===== config.mk =====
export PLATFORM = sky130hd
export DESIGN_NAME = time_keeper
export DESIGN_NICKNAME = d
export VERILOG_FILES = /design/src/rtl/clock_pkg.sv /design/src/rtl/time_keeper_tick_gen.sv /design/src/rtl/time_keeper.sv
export SDC_FILE = /design/constraint.sdc
export NUM_CORES = 1
export LEC_CHECK = 0
export ABC_AREA = 1
export BUFFER_PORTS_ARGS = -buffer_cell sky130_fd_sc_hd__buf_2
export CORE_MARGIN = 2
export CORE_UTILIZATION = 59
export CTS_CLUSTER_SIZE = 28
export DETAILED_ROUTE_END_ITERATION = 8
export PLACE_DENSITY = 0.79
export SLEW_MARGIN = 20
export SYNTH_ARGS = -nofsm -noshare
export SYNTH_HDL_FRONTEND = slang
export SYNTH_HIERARCHICAL = 1
export SYNTH_SLANG_ARGS = --single-unit

===== constraint.sdc =====
create_clock -name clk -period 2.7 [get_ports clk]
set_input_delay 0.27 -clock clk [delete_from_list [all_inputs] [get_ports clk]]
set_output_delay 0.27 -clock clk [all_outputs]
set_load 0.02 [all_outputs]

===== src/rtl/clock_pkg.sv =====
// Shared types and constants for the digital clock timekeeping core.
package clock_pkg;

    typedef enum logic [2:0] {
        RUN,
        SET_HR,
        SET_MIN,
        SET_AL_HR,
        SET_AL_MIN
    } state_t;

    localparam int HR_MAX  = 23;
    localparam int MIN_MAX = 59;
    localparam int SEC_MAX = 59;

    localparam logic [1:0] SETTING_RUN = 2'd0;
    localparam logic [1:0] SETTING_HR  = 2'd1;
    localparam logic [1:0] SETTING_MIN = 2'd2;
    localparam logic [1:0] SETTING_AL  = 2'd3;

    // Both alarm states collapse onto one externally visible code.
    function automatic logic [1:0] setting_of(state_t s);
        case (s)
            RUN:     return SETTING_RUN;
            SET_HR:  return SETTING_HR;
            SET_MIN: return SETTING_MIN;
            default: return SETTING_AL;
        endcase
    endfunction

endpackage


===== src/rtl/time_keeper_tick_gen.sv =====
// Prescaler dividing the system clock down to one event per CLK_FREQ enabled cycles.
module tick_gen #(
    parameter int CLK_FREQ = 50_000_000
) (
    input  logic clk,
    input  logic rst_n,
    input  logic en,
    input  logic clr,
    output logic tick
);

    localparam int PW = (CLK_FREQ > 2) ? $clog2(CLK_FREQ) : 1;
    localparam logic [PW-1:0] LAST = PW'(CLK_FREQ - 1);

    logic [PW-1:0] presc;

    always_ff @(posedge clk) begin
        if (!rst_n) begin
            presc <= '0;
        end else if (clr) begin
            presc <= '0;
        end else if (en) begin
            presc <= (presc == LAST) ? '0 : presc + 1'b1;
        end
    end

    assign tick = en && (presc == LAST);

endmodule


===== src/rtl/time_keeper.sv =====
// Timekeeping core: 1 Hz cascade of hour/minute/second counters plus button-driven set FSM.
// Optional alarm registers and output are built when TIME_KEEPER_ALARM_EN is defined.
module time_keeper
    import clock_pkg::*;
#(
    parameter int CLK_FREQ  = 50_000_000,
    parameter int WIDTH_HR  = 5,
    parameter int WIDTH_SEC = 6
) (
    input  logic                 clk,
    input  logic                 rst_n,
    input  logic                 btn_set,
    input  logic                 btn_inc,
    input  logic                 btn_mode,
    output logic                 mode,
    output logic [WIDTH_HR-1:0]  cntHr,
    output logic [WIDTH_SEC-1:0] cntMin,
    output logic [WIDTH_SEC-1:0] cntSec,
    output logic                 tick_1hz,
    output logic [1:0]           setting
`ifdef TIME_KEEPER_ALARM_EN
    ,
    output logic                 alarm_o,
    output logic [WIDTH_HR-1:0]  alHr,
    output logic [WIDTH_SEC-1:0] alMin
`endif
);

    localparam logic [WIDTH_HR-1:0]  HR_LAST  = WIDTH_HR'(HR_MAX);
    localparam logic [WIDTH_SEC-1:0] MIN_LAST = WIDTH_SEC'(MIN_MAX);
    localparam logic [WIDTH_SEC-1:0] SEC_LAST = WIDTH_SEC'(SEC_MAX);

    state_t state, state_n;

    logic                 run_st;
    logic                 sec_evt;
    logic                 enter_hr;
    logic                 inc_ok;
    logic                 sec_wrap;
    logic [WIDTH_HR-1:0]  hr_inc, nxt_hr;
    logic [WIDTH_SEC-1:0] min_inc, nxt_min, nxt_sec;

    assign run_st   = (state == RUN);
    assign enter_hr = run_st && btn_set;
    // btn_set takes priority; a coincident increment is discarded.
    assign inc_ok   = btn_inc && !btn_set;
    assign setting  = setting_of(state);

    tick_gen #(.CLK_FREQ(CLK_FREQ)) u_tick_gen (
        .clk   (clk),
        .rst_n (rst_n),
        .en    (run_st),
        .clr   (enter_hr),
        .tick  (sec_evt)
    );

    always_comb begin
        hr_inc   = (cntHr  == HR_LAST)  ? '0 : cntHr + 1'b1;
        min_inc  = (cntMin == MIN_LAST) ? '0 : cntMin + 1'b1;
        sec_wrap = (cntSec == SEC_LAST);
        nxt_sec  = sec_wrap ? '0 : cntSec + 1'b1;
        nxt_min  = sec_wrap ? min_inc : cntMin;
        nxt_hr   = (sec_wrap && cntMin == MIN_LAST) ? hr_inc : cntHr;
    end

    always_comb begin
        state_n = state;
        if (btn_set) begin
            case (state)
                RUN:        state_n = SET_HR;
                SET_HR:     state_n = SET_MIN;
`ifdef TIME_KEEPER_ALARM_EN
                SET_MIN:    state_n = SET_AL_HR;
                SET_AL_HR:  state_n = SET_AL_MIN;
`else
                SET_MIN:    state_n = RUN;
`endif
                default:    state_n = RUN;
            endcase
        end
    end

    always_ff @(posedge clk) begin
        if (!rst_n) begin
            state <= RUN;
        end else begin
            state <= state_n;
        end
    end

    always_ff @(posedge clk) begin
        if (!rst_n) begin
            mode     <= 1'b1;
            tick_1hz <= 1'b0;
            cntHr    <= '0;
            cntMin   <= '0;
            cntSec   <= '0;
        end else begin
            mode     <= mode ^ btn_mode;
            tick_1hz <= sec_evt;
            if (sec_evt) begin
                cntSec <= nxt_sec;
                cntMin <= nxt_min;
                cntHr  <= nxt_hr;
            end
            // Entering hour-set restarts the second from zero.
            if (enter_hr) begin
                cntSec <= '0;
            end
            if (inc_ok && state == SET_HR) begin
                cntHr <= hr_inc;
            end
            if (inc_ok && state == SET_MIN) begin
                cntMin <= min_inc;
            end
        end
    end

`ifdef TIME_KEEPER_ALARM_EN
    always_ff @(posedge clk) begin
        if (!rst_n) begin
            alarm_o <= 1'b0;
            alHr    <= '0;
            alMin   <= '0;
        end else begin
            if (inc_ok && state == SET_AL_HR) begin
                alHr <= (alHr == HR_LAST) ? '0 : alHr + 1'b1;
            end
            if (inc_ok && state == SET_AL_MIN) begin
                alMin <= (alMin == MIN_LAST) ? '0 : alMin + 1'b1;
            end
            // Match is judged on the time being written, so it fires at hh:mm:00.
            if (sec_evt && sec_wrap && nxt_min == alMin && nxt_hr == alHr) begin
                alarm_o <= 1'b1;
            end else if (inc_ok && run_st) begin
                alarm_o <= 1'b0;
            end
        end
    end
`endif

endmodule


**After elaboration in Yosys (flattened, before gate mapping)**

Cells that the tools add are included.

- Register bits: 48
- Bits in latches: 0
- RAM bits: 0
- ROM bits: 0
- Bits of input ports: 5
- Output and inout bits: 21
- Logic and storage cells: 46
- Memories kept: 0

- Add/sub/neg operators: 4
- $mul: 0
- Divide/modulo/power cells: 0
- Magnitude comparators: 0
- Equal/unequal tests: 6
- Shift operators: 0
- Multiplexer cells: 12
- Bitwise operators: 2
- Reduce and logical (&&, ||, !) cells: 15

Operators with widths:

| cell | count |
|---|---|
| 2-to-1 mux 6 bit | 5 |
| adder 26 x 1 -> 26 bit, second input constant | 1 |
| equality test 26 bit, second input constant | 1 |
| 2-to-1 mux 26 bit | 1 |
| 2-to-1 mux 5 bit | 4 |
| adder 6 x 1 -> 6 bit, second input constant | 2 |
| equality test 6 bit, second input constant | 2 |
| nonzero test 2 bit | 4 |
| logical AND 1 bit | 6 |
| one-hot mux 2 bit (3 select lines) | 1 |
| adder 5 x 1 -> 5 bit, second input constant | 1 |
| equality test 5 bit, second input constant | 1 |
| one-hot mux 2 bit (2 select lines) | 1 |
| AND reduction 2 bit | 2 |
| equality test 3 x 1 -> 1 bit, second input constant | 1 |
| equality test 3 x 2 -> 1 bit, second input constant | 1 |
| logical NOT 3 bit | 1 |
| OR reduction 2 bit | 1 |
| logical NOT 1 bit | 1 |
| inverter 1 bit | 1 |
| XOR 1 bit | 1 |

**Longest topological paths before layout**

- Depth in word-level cells: 5
- Mapped depth: 17
- Mapped depth without buffers: 15

**Hierarchy**

Netlist, hierarchy kept.

By module, submodules not included:

| module | times used | cells each | area each (sq um) | seq. area each (sq um) |
|---|---|---|---|---|
| tick_gen | 1 | 259 | 1624.1 | 520.5 |
| time_keeper | 1 | 149 | 1089.8 | 420.4 |

**Worst setup path before layout**

OpenSTA, ideal clock, no wires.

- Kind: reg-to-reg
- Start point: register state[0]
- End point: register cntMin[0]
- Arrival: 2047 ps
- Required time: 2583 ps
- Setup slack: 536 ps
- Stages on the path, launching flop included: 16
- Clock period less this slack: 2164 ps
- Cells stage by stage: dfxtp_1 > nor2_1 > buf_2 > nand2_1 > nor3_1 > nand2_1 > nor2_1 > buf_6 > inv_2 > nor2_2 > nand3_2 > nand2_2 > buf_6 > o21ai_0 > o21ai_0 > nor2_1

- Cells in the longest elaborated chain, start to end: 4
- Elaborated cells between the ends (all ways): 8

RTL lines:

| what | RTL line | RTL |
|---|---|---|
| start: declaration | time_keeper.sv:33 | `state_t state, state_n;` |
| start signal: assignment | time_keeper.sv:87 | `state <= state_n;` |
| logical NOT 3 bit | time_keeper.sv:43 | `assign run_st = (state == RUN);` |
| named net run_st | time_keeper.sv:35 | `logic run_st;` |
| logical AND 1 bit | time_keeper_tick_gen.sv:27 | `assign tick = en && (presc == LAST);` |
| named net sec_evt | time_keeper.sv:36 | `logic sec_evt;` |
| nonzero test 2 bit (no line) | -- |  |
| AND reduction 2 bit (no line) | -- |  |
| end signal: assignment | time_keeper.sv:103 | `cntMin <= nxt_min;` |
| end signal: assignment | time_keeper.sv:114 | `cntMin <= min_inc;` |
| end: declaration | time_keeper.sv:17 | `output logic [WIDTH_SEC-1:0] cntMin,` |

The timed path passes the listed nets, and every way through them passes these cells.
A chain may end at the register's enable or synchronous reset.

**Worst setup path after layout**

- Start point: register u_tick_gen.presc[1]
- End point: register cntMin[5]

- Cells in the longest elaborated chain, start to end: 4

RTL lines:

| what | RTL line | RTL |
|---|---|---|
| start: declaration | time_keeper_tick_gen.sv:15 | `logic [PW-1:0] presc;` |
| start signal: assignment | time_keeper_tick_gen.sv:23 | `presc <= (presc == LAST) ? '0 : presc + 1'b1;` |
| equality test 26 bit | time_keeper_tick_gen.sv:27 |  |
| logical AND 1 bit | time_keeper_tick_gen.sv:27 |  |
| named net sec_evt | time_keeper.sv:36 |  |
| nonzero test 2 bit (no line) | -- |  |
| AND reduction 2 bit (no line) | -- |  |

The timed path passes the listed nets, and every way through them passes these cells.

==> impl_metrics.py <==
metrics = {
    "synth": {
        "ys_ff_latch": 47,
        "yosys_warnings": 6,
        "post-synth-top-count-cell": "nand2_1",
        "ys_top_cells_by_count": "nand2_1 (98), nor2_1 (76), dfxtp_1 (47), inv_1 (46), nand3_1 (29)",
        "synth_top_area_cell": "dfxtp_1",
        "avgSynthCellArea_um2": 6.652,
        "yosysTopAreaCellShare_pct": 34.67,
        "synth_ff_type": "dfxtp_1",
        "synth_nets": 418,
        "synth_edf_count": 0,
        "synthCells": 408,
        "synthTopCellsByArea": "dfxtp_1 (35%), nand2_1 (14%), nor2_1 (11%), inv_1 (6.4%), nand3_1 (5.3%)",
        "seq_area_frac_synth_pct": 34.67,
        "yosys.cell_types.count": 33,
        "synth-async-reset-ratio_pct": 0,
        "synth.cell_area_um2": 2714,
    },
    "worst_setup_path": {
        "cp.required_ps": 2910,
        "critPathLaunchType": "flip-flop",
        "critPathArrivalTime_ps": 2370,
        "slowest_delay_ps": 410,
        "reg2reg_from": "u_tick_gen/presc[1]",
        "rrSetupSlack_ps": 540,
        "cp-end-kind": "flip-flop",
        "reg2regPathDepth": 15,
        "timing.rr.end": "cntMin[5]",
        "crit_type": "flip-flop to flip-flop",
        "critPathMaxFanout": 11,
        "worst_path_max_delay_cell": "dfxtp_1",
        "path_cells": "ha_1, inv_1, nor2_2, nand2_2, nor3_1, nand2_1, nor2_1, buf_4, inv_2, nor2_2, nand3_2, nand2_2, inv_1, o21bai_1, nor2_1",
    },
    "timing": {
        "setup-violations-final": 0,
        "timing.fmax_mhz": 463.2,
        "hold_viol_final": 0,
        "rsz0062_at_grt": "no",
        "fin_tns_setup_ps": 0,
        "relSlewSlack_pct": 80.45,
        "timing.final.crit_share_pct": 79.97,
        "final.setup_skew_ps": 13.37,
        "tightest_slew_ps": 292.9,
        "drv_slew": 0,
        "layout_min_cycle_time_ps": 2159,
    },
    "cts": {
        "postCtsSetupRepairBufs": 0,
        "postCtsResizedCells": 0,
        "clock_latency_ps": 320,
        "cts_made_buffers": 5,
        "htreeDepth": 2,
        "clockBufferDepth": 2,
        "cts_tree": "built",
        "root_buffer": "clkbuf_8",
        "holdBufCountCts": 0,
        "clock_sinks": 47,
        "clk_pin_slew_worst_paths_ps": 90,
    },
    "drt": {
        "wl_per_cell_um": 12.16,
        "drt_wl_total_um": 5924,
        "final_antenna_net_count": 0,
        "vias_per_cell": 5.251,
        "drc": 0,
        "drt-initial-drc-count": 156,
        "firstDrtPassIters": 4,
        "num_vias": 2557,
    },
    "global_route": {
        "antenna_found_initial": 0,
        "grt.total_usage_pct": 24.65,
        "grt_overflow": 0,
        "grt_pass1_wl_um": 10010,
        "grt_pass1_vias": 2274,
        "grt_max_degree": 17,
    },
    "final_layout": {
        "seqCellArea_um2": 940.9,
        "diodes": 0,
        "syn2layout_area_growth_pct": 9.820,
        "fillers": 415,
        "multi_input_area_um2": 1528,
        "drive_above_1_share_pct": 14.48,
        "nets": 444,
        "fin_area_um2": 2980,
    },
    "power": {
        "power_density_nw_per_um2": 447.4,
        "ir_drop_mv": 0.3043,
        "p_clk_share_pct": 40.1,
        "power_frac_comb_pct": 6.5,
        "swShare_pct": 24.37,
        "pwr-share-seq_pct": 53.3,
        "p_sw_mw": 0.3250,
        "total_power_mw": 1.334,
        "internal_power_mw": 1.009,
        "p_leak_nw": 1.274,
    },
    "floorplanning": {
        "die_x_um": 71.82,
        "io_pins": 26,
        "design.die.area_um2": 5158,
        "dieHeight_um": 71.82,
        "start_util_pct": 61.90,
        "core_area_um2": 4384,
        "num_rows": 24,
    },
    "min_path": {
        "hold_path_class": "primary input to flip-flop",
        "hp-start": "btn_mode",
        "hold-path-cell-count": 3,
        "min_to": "mode",
    },
    "placement": {
        "gp_congestion": 0.9835,
        "port_buffers": 25,
        "place_area_um2": 2865,
        "dp_hpwl_um": 4441,
    },
    "run": {
        "max_cap_viol_count": 0,
    },
    "status": {
        "outcome": "complete, no violations",
    },
}
-- through the flow --
stage	utilization [%]	std cells	hold WS (ps)	setup WS, ps
finish	67.98	487	181.2	540.9
global route	67.98	487	214.4	206.5
CTS	67.98	487	180.0	550.5
detailed placement	65.35	479	474.6	564.4
global placement	65.35	479	454.7	617.3
floorplan	-	408	390.1	536.0
-- area by class of cell --
type                    instances  share of cell area (%)
clock buffers                   5                   2.309
repair buffers                 28                   4.954
flip-flops and latches         47                   31.57
well taps                      52                   2.183
multi-input cells             303                   51.26
clock inverters                 3                   1.553
inverters                      49                   6.171
-- critical path: cells and delay by family (launching register included) --
family / cells / cell delay, ps
buffers and inverters: 4 / 340
and+or+nand+nor: 9 / 970
AOI/OAI and AO/OA: 1 / 140
adders and majority gates: 1 / 190
DFF: 1 / 410
-- worst max-delay path by stage --
stage,startpoint,to,depth (start not counted)
finish,u_tick_gen/presc[1],cntMin[5],15
global route,u_tick_gen/presc[1],cntMin[5],15
CTS,u_tick_gen/presc[1],cntMin[5],15
detailed placement,u_tick_gen/presc[1],cntMin[5],15
global placement,u_tick_gen/presc[0],cntMin[5],15
floorplan,state[0],cntMin[0],15
-- state kept, by name (all words and copies together), names as in the netlist --
register / flops
mode: 1
cntSec: 6
u_tick_gen/presc: 26
cntMin: 6
tick_1hz: 1
cntHr: 5
state: 2
-- metal layers --
metal / track usage (%) / up-vias / wire (um)
met5: 0 / - / 0
met1: 28.87 / 1150 / 2560
li1: - / 1341 / -
met4: 9.224 / 0 / 112
met2: 43.93 / 55 / 3006
met3: 5.345 / 11 / 244
-- power groups by stage --
stage | Sequential (mW) | Clock, mW | Combinational [mW]
after floorplan | 0.730 | 0 | 0.0591
after global placement | 0.726 | 0 | 0.0847
after detailed placement | 0.727 | 0 | 0.0877
after CTS | 0.711 | 0.549 | 0.0880
after global routing | 0.713 | 0.583 | 0.0989
final | 0.711 | 0.535 | 0.0873
-- logic make-up (layout without fill, tap and decap cells) --
group                      after synthesis  in the layout  synth area share [%]
DFF                                     47             47                 34.67
and+or+nand+nor                        252            252                 42.92
muxes                                    1              1                0.3688
AOI/OAI and AO/OA                       31             31                 6.178
xor gates and xnor gates                14             14                 4.518
adders and majority gates                5              5                 2.305
buffers and inverters                   58             85                 9.037
-- cell usage in the layout (no fill, tap or decap), types with 3 or more instances in the layout --
cell type / instances
nand2_1: 98
nor2_1: 76
dfxtp_1: 47
inv_1: 46
nand3_1: 29
buf_2: 25
a21oi_1: 14
nand4_1: 13
xor2_1: 10
o21ai_0: 9
nor2_2: 8
nor3_1: 7
nor2_4: 5
ha_1: 5
clkbuf_8: 5
nand2_2: 4
xnor2_1: 4
inv_2: 3
buf_4: 3
a31oi_1: 3
No activity file was read; power rests on OpenSTA's default activity.
